--- src/rtl/vrased_pkg.sv ---
// Shared types and constants for the VRASED reset sequencer.
package vrased_pkg;

  localparam int unsigned VIOL_W = 6;

  localparam int unsigned V_XSTACK    = 0;
  localparam int unsigned V_AC        = 1;
  localparam int unsigned V_DMA_AC    = 2;
  localparam int unsigned V_DMA_XSTK  = 3;
  localparam int unsigned V_DMA_DET   = 4;
  localparam int unsigned V_ATOM      = 5;

  typedef enum logic [1:0] {
    IDLE    = 2'd0,
    HOLD    = 2'd1,
    WAIT_RH = 2'd2
  } rst_state_t;

endpackage

--- src/rtl/vrased_sat_cnt.sv ---
// Saturating up-counter; a clear in the same cycle as an increment yields 1.
module vrased_sat_cnt #(
  parameter int unsigned W = 8
) (
  input  logic         i_clk,
  input  logic         i_rst_n,
  input  logic         i_inc,
  input  logic         i_clr,
  output logic [W-1:0] o_cnt
);

  localparam logic [W-1:0] MAX_VAL = '1;
  localparam logic [W-1:0] ONE_VAL = W'(1);

  logic [W-1:0] r_cnt;

  always_ff @(posedge i_clk or negedge i_rst_n) begin
    if (!i_rst_n) begin
      r_cnt <= '0;
    end else if (i_clr) begin
      r_cnt <= i_inc ? ONE_VAL : '0;
    end else if (i_inc && (r_cnt != MAX_VAL)) begin
      r_cnt <= r_cnt + ONE_VAL;
    end
  end

  assign o_cnt = r_cnt;

endmodule

--- src/rtl/vrased_rst_seq.sv ---
// Reset sequencer: stretches monitor violations into a fixed-length core reset pulse,
// then waits for reset-handler entry before re-arming. Keeps sticky cause and episode count.
module vrased_rst_seq
  import vrased_pkg::*;
#(
  parameter logic [15:0] SMEM_BASE     = 16'hA000,
  parameter logic [15:0] SMEM_SIZE     = 16'h4000,
  parameter logic [15:0] RESET_HANDLER = 16'h0000,
  parameter int unsigned HOLD_CYCLES   = 4,
  parameter int unsigned CNT_W         = 8
) (
  input  logic              clk,
  input  logic              reset_n,
  input  logic [VIOL_W-1:0] viol,
  input  logic [15:0]       pc,
  input  logic              cause_clr,
  output logic              sys_rst,
  output logic              busy,
  output logic [VIOL_W-1:0] cause,
  output logic [VIOL_W-1:0] last_cause,
  output logic [CNT_W-1:0]  viol_cnt
);

  localparam int unsigned HOLD_EFF = (HOLD_CYCLES == 0) ? 1 : HOLD_CYCLES;
  localparam int unsigned HOLD_W   = ($clog2(HOLD_CYCLES + 1) < 1) ? 1 : $clog2(HOLD_CYCLES + 1);
  localparam logic [HOLD_W-1:0] HOLD_LOAD = HOLD_W'(HOLD_EFF - 1);

  rst_state_t          r_state;
  logic [HOLD_W-1:0]   r_hold;
  logic                r_sys_rst;
  logic                r_busy;
  logic [VIOL_W-1:0]   r_cause;
  logic [VIOL_W-1:0]   r_last;

  logic [16:0] w_pc_ext;
  logic [16:0] w_smem_lo;
  logic [16:0] w_smem_hi;
  logic        w_in_smem;
  logic        w_clr;
  logic        w_start;

  // 17-bit compare so a region ending at 16'hFFFF does not wrap the upper bound.
  assign w_pc_ext  = {1'b0, pc};
  assign w_smem_lo = {1'b0, SMEM_BASE};
  assign w_smem_hi = {1'b0, SMEM_BASE} + {1'b0, SMEM_SIZE};
  assign w_in_smem = (w_pc_ext >= w_smem_lo) && (w_pc_ext < w_smem_hi);

  assign w_clr   = (r_state == IDLE) && cause_clr && w_in_smem;
  assign w_start = (|viol) && (r_state != HOLD);

  always_ff @(posedge clk or negedge reset_n) begin
    if (!reset_n) begin
      r_state   <= IDLE;
      r_hold    <= '0;
      r_sys_rst <= 1'b0;
      r_busy    <= 1'b0;
      r_cause   <= '0;
      r_last    <= '0;
    end else begin
      r_cause <= (w_clr ? '0 : r_cause) | viol;

      if (w_start) begin
        r_last <= viol;
      end else if (w_clr) begin
        r_last <= '0;
      end

      unique case (r_state)
        IDLE, WAIT_RH: begin
          if (w_start) begin
            r_state   <= HOLD;
            r_hold    <= HOLD_LOAD;
            r_sys_rst <= 1'b1;
            r_busy    <= 1'b1;
          end else if ((r_state == WAIT_RH) && (pc == RESET_HANDLER)) begin
            r_state <= IDLE;
            r_busy  <= 1'b0;
          end
        end
        HOLD: begin
          if (r_hold == '0) begin
            r_state   <= WAIT_RH;
            r_sys_rst <= 1'b0;
          end else begin
            r_hold <= r_hold - 1'b1;
          end
        end
        default: begin
          r_state   <= IDLE;
          r_sys_rst <= 1'b0;
          r_busy    <= 1'b0;
        end
      endcase
    end
  end

  vrased_sat_cnt #(
    .W (CNT_W)
  ) u_viol_cnt (
    .i_clk   (clk),
    .i_rst_n (reset_n),
    .i_inc   (w_start),
    .i_clr   (w_clr),
    .o_cnt   (viol_cnt)
  );

  assign sys_rst    = r_sys_rst;
  assign busy       = r_busy;
  assign cause      = r_cause;
  assign last_cause = r_last;

endmodule

--- config.mk ---
export PLATFORM = sky130hd
export DESIGN_NAME = vrased_rst_seq
export DESIGN_NICKNAME = d
export VERILOG_FILES = /design/src/rtl/vrased_pkg.sv /design/src/rtl/vrased_sat_cnt.sv /design/src/rtl/vrased_rst_seq.sv
export SDC_FILE = /design/constraint.sdc
export NUM_CORES = 1
export LEC_CHECK = 0
export CAP_MARGIN = 20
export CORE_AREA = 2 2 78 65
export DETAILED_ROUTE_END_ITERATION = 8
export DIE_AREA = 0 0 80 67
export SLEW_MARGIN = 0
export SYNTH_ARGS = -nofsm -noshare
export SYNTH_HDL_FRONTEND = slang
export SYNTH_SLANG_ARGS = --single-unit
--- constraint.sdc ---
create_clock -name clk -period 5 [get_ports clk]
set_input_delay 1.25 -clock clk [delete_from_list [all_inputs] [get_ports clk]]
set_output_delay 1.25 -clock clk [all_outputs]
set_load 0.005 [all_outputs]
==> results of run 1 <==
-- how the worst max path moves through the flow --
stage	from	endpoint	slack [ns]	cells past startpoint
after global placement	cause_clr	u_viol_cnt.o_cnt[0]	2.02	5
after CTS	pc[15]	u_viol_cnt.o_cnt[0]	2.28	5
final	pc[15]	u_viol_cnt.o_cnt[0]	2.29	5
after floorplan	viol[2]	u_viol_cnt.o_cnt[3]	2.66	5
after global routing	pc[15]	u_viol_cnt.o_cnt[0]	2.20	5
after detailed placement	pc[15]	u_viol_cnt.o_cnt[7]	1.99	5
-- report_power, final --
part	switching, mW	internal [mW]
Combinational	0.172	0.237
Sequential	0.0896	0.300
Clock	0.0669	0.0558
-- cells in the final DEF, fill, tap and decap left out, drive strengths merged, types with 2 or more instances in the layout --
| cell type | Yosys | routed |
|---|---|---|
| o41ai | 2 | 2 |
| o31a | 2 | 2 |
| and4 | 3 | 3 |
| a31oi | 3 | 3 |
| clkdlybuf4s50 | 0 | 46 |
| clkbuf | 3 | 3 |
| ha | 3 | 3 |
| nor3 | 2 | 2 |
| nor4b | 2 | 2 |
| nor4 | 4 | 4 |
| nand2 | 13 | 13 |
| nand2b | 2 | 2 |
| nand4 | 2 | 2 |
| nor2b | 3 | 3 |
| dfrtp | 27 | 27 |
| o311ai | 2 | 2 |
| nand3 | 3 | 3 |
| mux2i | 2 | 2 |
| a21o | 6 | 6 |
| o21a | 2 | 2 |
| o21ai | 2 | 2 |
| a21oi | 3 | 3 |
| nor2 | 8 | 8 |
| inv | 4 | 4 |
| a22o | 6 | 6 |
-- flip-flops by register name, indices dropped and copies added, names as in the netlist --
| name | cells |
|---|---|
| sys_rst | 1 |
| last_cause | 6 |
| r_hold | 3 |
| cause | 6 |
| busy | 1 |
| r_state | 2 |
| u_viol_cnt.o_cnt | 8 |
-- layout make-up --
class | count | area (sq um)
clock buffers | 3 | 41.29
well taps | 60 | 75.07
repair buffers | 47 | 467.9
clock inverters | 1 | 5.005
flip-flops and latches | 27 | 675.6
multi-input cells | 89 | 595.6
fillers | 448 | 2639
inverters | 4 | 15.01
-- worst register-to-register path, cell delays in order (launching register included) --
cell and delay, ns:
dfrtp_1 0.48, nor4bb_1 0.45, nand2_1 0.39, o211ai_1 0.19, o311ai_0 0.14
-- cells by family (layout without fill, tap and decap cells) --
kind of cell	count (synthesis)	in the layout	share of synthesized area (%)
simple gates	48	48	19.83
compound gates	34	34	19.26
flops	27	27	50.99
buf+inv	10	55	4.060
fa+ha+maj	3	3	2.833
mux	3	3	2.361
xor+xnor	1	1	0.6611
-- routing by layer --
| metal | track usage, % | vias to the layer above | routed length (um) |
|---|---|---|---|
| met3 | 3.659 | 2 | 218 |
| li1 | - | 559 | - |
| met4 | 1.271 | 0 | 7 |
| met5 | 0 | - | 0 |
| met2 | 21.56 | 37 | 1501 |
| met1 | 17.21 | 574 | 1658 |
-- through the flow --
step,worst slack [ns],cell area [sq um],utilization (%),power (mW),instances
2_1_floorplan,2.662,1325,-,0.5951,126
3_3_place_gp,2.025,1829,40.52,0.7892,227
3_5_place_dp,1.994,1829,40.52,0.8034,227
4_1_cts,2.284,1876,41.55,0.9309,231
5_1_grt,2.202,1876,41.55,0.9920,231
6_report,2.288,1876,41.55,0.9211,231
==> flow_metrics.env, run 1 <==
export IMPL_cp_end_kind="flip-flop"
export IMPL_outcome="complete, no violations"
export IMPL_dr_pass1_iters=4
export IMPL_setup_viol=0
export IMPL_maxSlewHeadroom_pct=58.11
export IMPL_antenna_cells=0
export IMPL_fmax_mhz=368.7
export IMPL_synthToLayoutAreaGrowth_pct=41.55
export IMPL_ant_nets=0
export IMPL_finalClockSkew_ns=0.003607
export IMPL_dp_hpwl_mm=2.614
export IMPL_cts_hold_buf=0
export IMPL_ios=47
export IMPL_ys_warn_count=0
export IMPL_drive_gt1_share_pct=4.094
export IMPL_syn_inst=126
export IMPL_ff2ff_setup_slack_ns=3.21
export IMPL_cts_root_buffer="clkbuf_8"
export IMPL_grt_pass1_wl_mm=5.437
export IMPL_grt_usage_pct=12.89
export IMPL_power_density_mw_per_mm2=491.1
export IMPL_reg2regPathDepth=4
export IMPL_synthArstFlopShare_pct=100.0
export IMPL_path_buf_inv=1
export IMPL_hold_viol=0
export IMPL_path_cells="clkdlybuf4s50_1 -> nor4bb_1 -> nand2_1 -> o211ai_1 -> o311ai_0"
export IMPL_clock_sinks=27
export IMPL_critPathMaxStageDelay_ns=0.50
export IMPL_rsz0062_at_grt="false"
export IMPL_synth_most_common_cell="dfrtp_1"
export IMPL_synth_top_area_share_pct=50.99
export IMPL_ir_drop_mv=0.2543
export IMPL_synthTopCellsByCount="dfrtp_1, nand2_1, nor2_1"
export IMPL_max_cap_violations=0
export IMPL_slowest_stage="clkdlybuf4s50_1"
export IMPL_die_height_um=67
export IMPL_leakage_nw=0.7566
export IMPL_grt_max_degree=16
export IMPL_synth_nets=154
export IMPL_cp_arrival_ns=2.85
export IMPL_gp_congestion=0.7596
export IMPL_worstMarginPinSlew_ns=0.6264
export IMPL_required_ns=5.14
export IMPL_r2r_start="r_state[0]"
export IMPL_grt_antenna_before_repair=0
export IMPL_drv_slew=0
export IMPL_nets=200
export IMPL_initial_core_util_pct=29.35
export IMPL_holdCritStartpoint="cause[1]"
export IMPL_cts_tree="yes"
export IMPL_cts_clk_slew_worst_paths_ns=0.09
export IMPL_vias=1172
export IMPL_cts_path_max_buffers=2
export IMPL_synth_edf_count=0
export IMPL_crit_family="simple AND/OR/NAND/NOR gates"
export IMPL_numPortBuffers=46
export IMPL_grt_pass1_vias=1152
export IMPL_htreeDepth=1
export IMPL_die_x_um=80
export IMPL_cts_setup_buffers=0
export IMPL_start_kind="input pin"
export IMPL_yosysUniqueCellTypes=42
export IMPL_wl_per_cell_um=14.66
export IMPL_hold_depth=1
export IMPL_dieArea_sq_mm=0.005360
export IMPL_drtIter0Drc=42
export IMPL_synthTopCellsByArea="dfrtp_1, a22o_1, nand2_1, a21o_1, ha_1"
export IMPL_path_class="in -> reg"
export IMPL_drc=0
export IMPL_syn_area_sq_mm=0.001325
export IMPL_gr_total_overflow=0
export IMPL_synth_seq_cells=27
export IMPL_totalWireLength_mm=3.386
export IMPL_min_path_type="reg -> reg"
export IMPL_worstHoldEndpoint="cause[1]"
export IMPL_finalCriticalPeriod_ns=2.712
export IMPL_r2r_end="u_viol_cnt.o_cnt[0]"
export IMPL_synth_ff_type="dfrtp_1"
export IMPL_cts_buffers=3
export IMPL_clk_latency_ns=0.27
export IMPL_fin_crit_sh_pct=54.24
export IMPL_yosysTopAreaCell="dfrtp_1"
export IMPL_critical_path_max_fanout=13
export IMPL_viasPerCell=5.074
export IMPL_avgSynthCellArea_sq_um=10.52
export IMPL_core_area_sq_mm=0.004514
export IMPL_cts_resized=0
export IMPL_fin_tns_setup_ns=0
export IMPL_timing_hold_ws_ns=0.4815
export IMPL_num_rows=22
export IMPL_seq_area_frac_synth_pct=50.99
Note: power is estimated with default switching activity, not from simulation.
==> inputs of run 2 (changes only) <==
- clock period: 5 -> 2.15 ns (I/O delays scaled with it)
==> flow_metrics.env, run 2 (synthesized netlist as in run 1, its figures left out) <==
export IMPL_outcome="complete, no violations"
export IMPL_nets=204
export IMPL_cp_end_kind="output pin"
export IMPL_critPathMaxStageDelay_ns=0.55
export IMPL_path_class="reg -> out"
export IMPL_drive_gt1_share_pct=6.286
export IMPL_drtIter0Drc=90
export IMPL_worstMarginPinSlew_ns=0.4397
export IMPL_hold_viol=0
export IMPL_multi_input_area_sq_um=595.6
export IMPL_vias=1190
export IMPL_cts_buffers=3
export IMPL_clock_sinks=27
export IMPL_die_x_um=80
export IMPL_wl_per_cell_um=13.84
export IMPL_dieArea_sq_mm=0.005360
export IMPL_required_ns=1.61
export IMPL_start_kind="flip-flop"
export IMPL_cp_arrival_ns=1.30
export IMPL_ir_drop_mv=0.6927
export IMPL_register_area_sq_um=675.6
export IMPL_numPortBuffers=46
export IMPL_mostFrequentLayoutCells="clkdlybuf4s50_1, dfrtp_1, nand2_1"
export IMPL_leakage_nw=0.7758
export IMPL_ant_nets=0
export IMPL_fin_util_pct=42.21
export IMPL_setup_viol=0
export IMPL_fillers=438
export IMPL_initial_core_util_pct=29.35
export IMPL_synthToLayoutAreaGrowth_pct=43.82
export IMPL_min_path_type="reg -> reg"
export IMPL_die_height_um=67
export IMPL_ios=47
export IMPL_cts_root_buffer="clkbuf_8"
export IMPL_hold_depth=1
export IMPL_slowest_stage="clkdlybuf4s50_1"
export IMPL_dr_pass1_iters=4
export IMPL_cts_resized=0
export IMPL_grt_pass1_vias=1183
export IMPL_finalClockSkew_ns=0.007049
export IMPL_cts_setup_buffers=0
export IMPL_final_common_cell="clkdlybuf4s50_1"
export IMPL_cts_hold_buf=0
export IMPL_crit_family="buffers and inverters"
export IMPL_layout_cells_non_filler=235
export IMPL_finalCriticalPeriod_ns=1.842
export IMPL_drv_slew=0
export IMPL_core_area_sq_mm=0.004514
export IMPL_grt_max_degree=28
export IMPL_path_buf_inv=1
export IMPL_fin_crit_sh_pct=85.66
export IMPL_gr_total_overflow=0
export IMPL_power_density_mw_per_mm2=1138
export IMPL_htreeDepth=1
export IMPL_viasPerCell=5.064
export IMPL_grt_antenna_before_repair=0
export IMPL_cts_tree="yes"
export IMPL_fmax_mhz=543.0
export IMPL_final_area_sq_mm=0.001906
export IMPL_largest_reg_flops=8
export IMPL_dpl_cell_count=231
export IMPL_cts_clk_slew_worst_paths_ns=0.09
export IMPL_fin_tns_setup_ns=0
export IMPL_reg2regPathDepth=4
export IMPL_maxSlewHeadroom_pct=70.58
export IMPL_clk_latency_ns=0.27
export IMPL_totalWireLength_mm=3.252
export IMPL_grt_usage_pct=12.93
export IMPL_grt_pass1_wl_mm=5.375
export IMPL_drc=0
export IMPL_cts_path_max_buffers=2
export IMPL_cp_num_cells=1
export IMPL_critical_path_max_fanout=7
export IMPL_fin_total_pwr_mw=2.168
export IMPL_gp_congestion=0.7869
export IMPL_num_rows=22
export IMPL_path_cells="clkdlybuf4s50_1"
export IMPL_placed_area_sq_mm=0.001859
export IMPL_dp_hpwl_mm=2.496
export IMPL_antenna_cells=0
export IMPL_max_cap_violations=0
export IMPL_rsz0062_at_grt="false"
==> run 2: area by class of cell <==
type | count | share of cell area (%)
Sequential cell | 27 | 35.46
Clock buffer | 3 | 2.167
Timing Repair Buffer | 51 | 26.13
Multi-Input combinational cell | 89 | 31.25
Clock inverter | 1 | 0.2626
Inverter | 4 | 0.7879
Tap cell | 60 | 3.940
==> run 2: metal layers <==
metal | wire, um | global-route usage [%] | share of wire (%) | vias up
met5 | 0 | 0 | 0 | -
met4 | 11 | 1.271 | 0.34 | 0
met3 | 230 | 4.201 | 7.1 | 2
met2 | 1468 | 22.71 | 45 | 43
met1 | 1541 | 16.05 | 47 | 573
li1 | - | - | - | 572
==> run 2: through the flow <==
step | worst slack, ns | hold WS, ns
after floorplan | 0.4747 | 0.2419
after global placement | 0.08118 | 0.4621
after detailed placement | 0.02475 | 0.4664
after CTS | 0.3121 | 0.4967
after global routing | 0.1762 | 0.5168
final | 0.3083 | 0.4911
==> run 2: worst paths after layout <==
path | startpoint | end | slack (ns)
min | cause[3] | cause[3] | 0.49
max | u_viol_cnt.o_cnt[7] | viol_cnt[7] | 0.31
max in group asynchronous | reset_n | u_viol_cnt.o_cnt[5] | 1.27
max reg2reg | u_viol_cnt.o_cnt[0] | u_viol_cnt.o_cnt[3] | 0.50
min in group asynchronous | reset_n | cause[2] | 0.63
min reg2reg | cause[3] | cause[3] | 0.49
==> run 2: where the power goes <==
group	internal, mW	switching, mW	total [mW]
sequential	0.697	0.192	0.889
clock	0.130	0.155	0.284
combinational	0.583	0.412	0.995
==> run 2: worst register-to-register path, cell delays in order, from the launching register on <==
cell	delay, ns
dfrtp_1	0.46
ha_1	0.30
and4_4	0.20
or4_1	0.47
a21oi_1	0.15
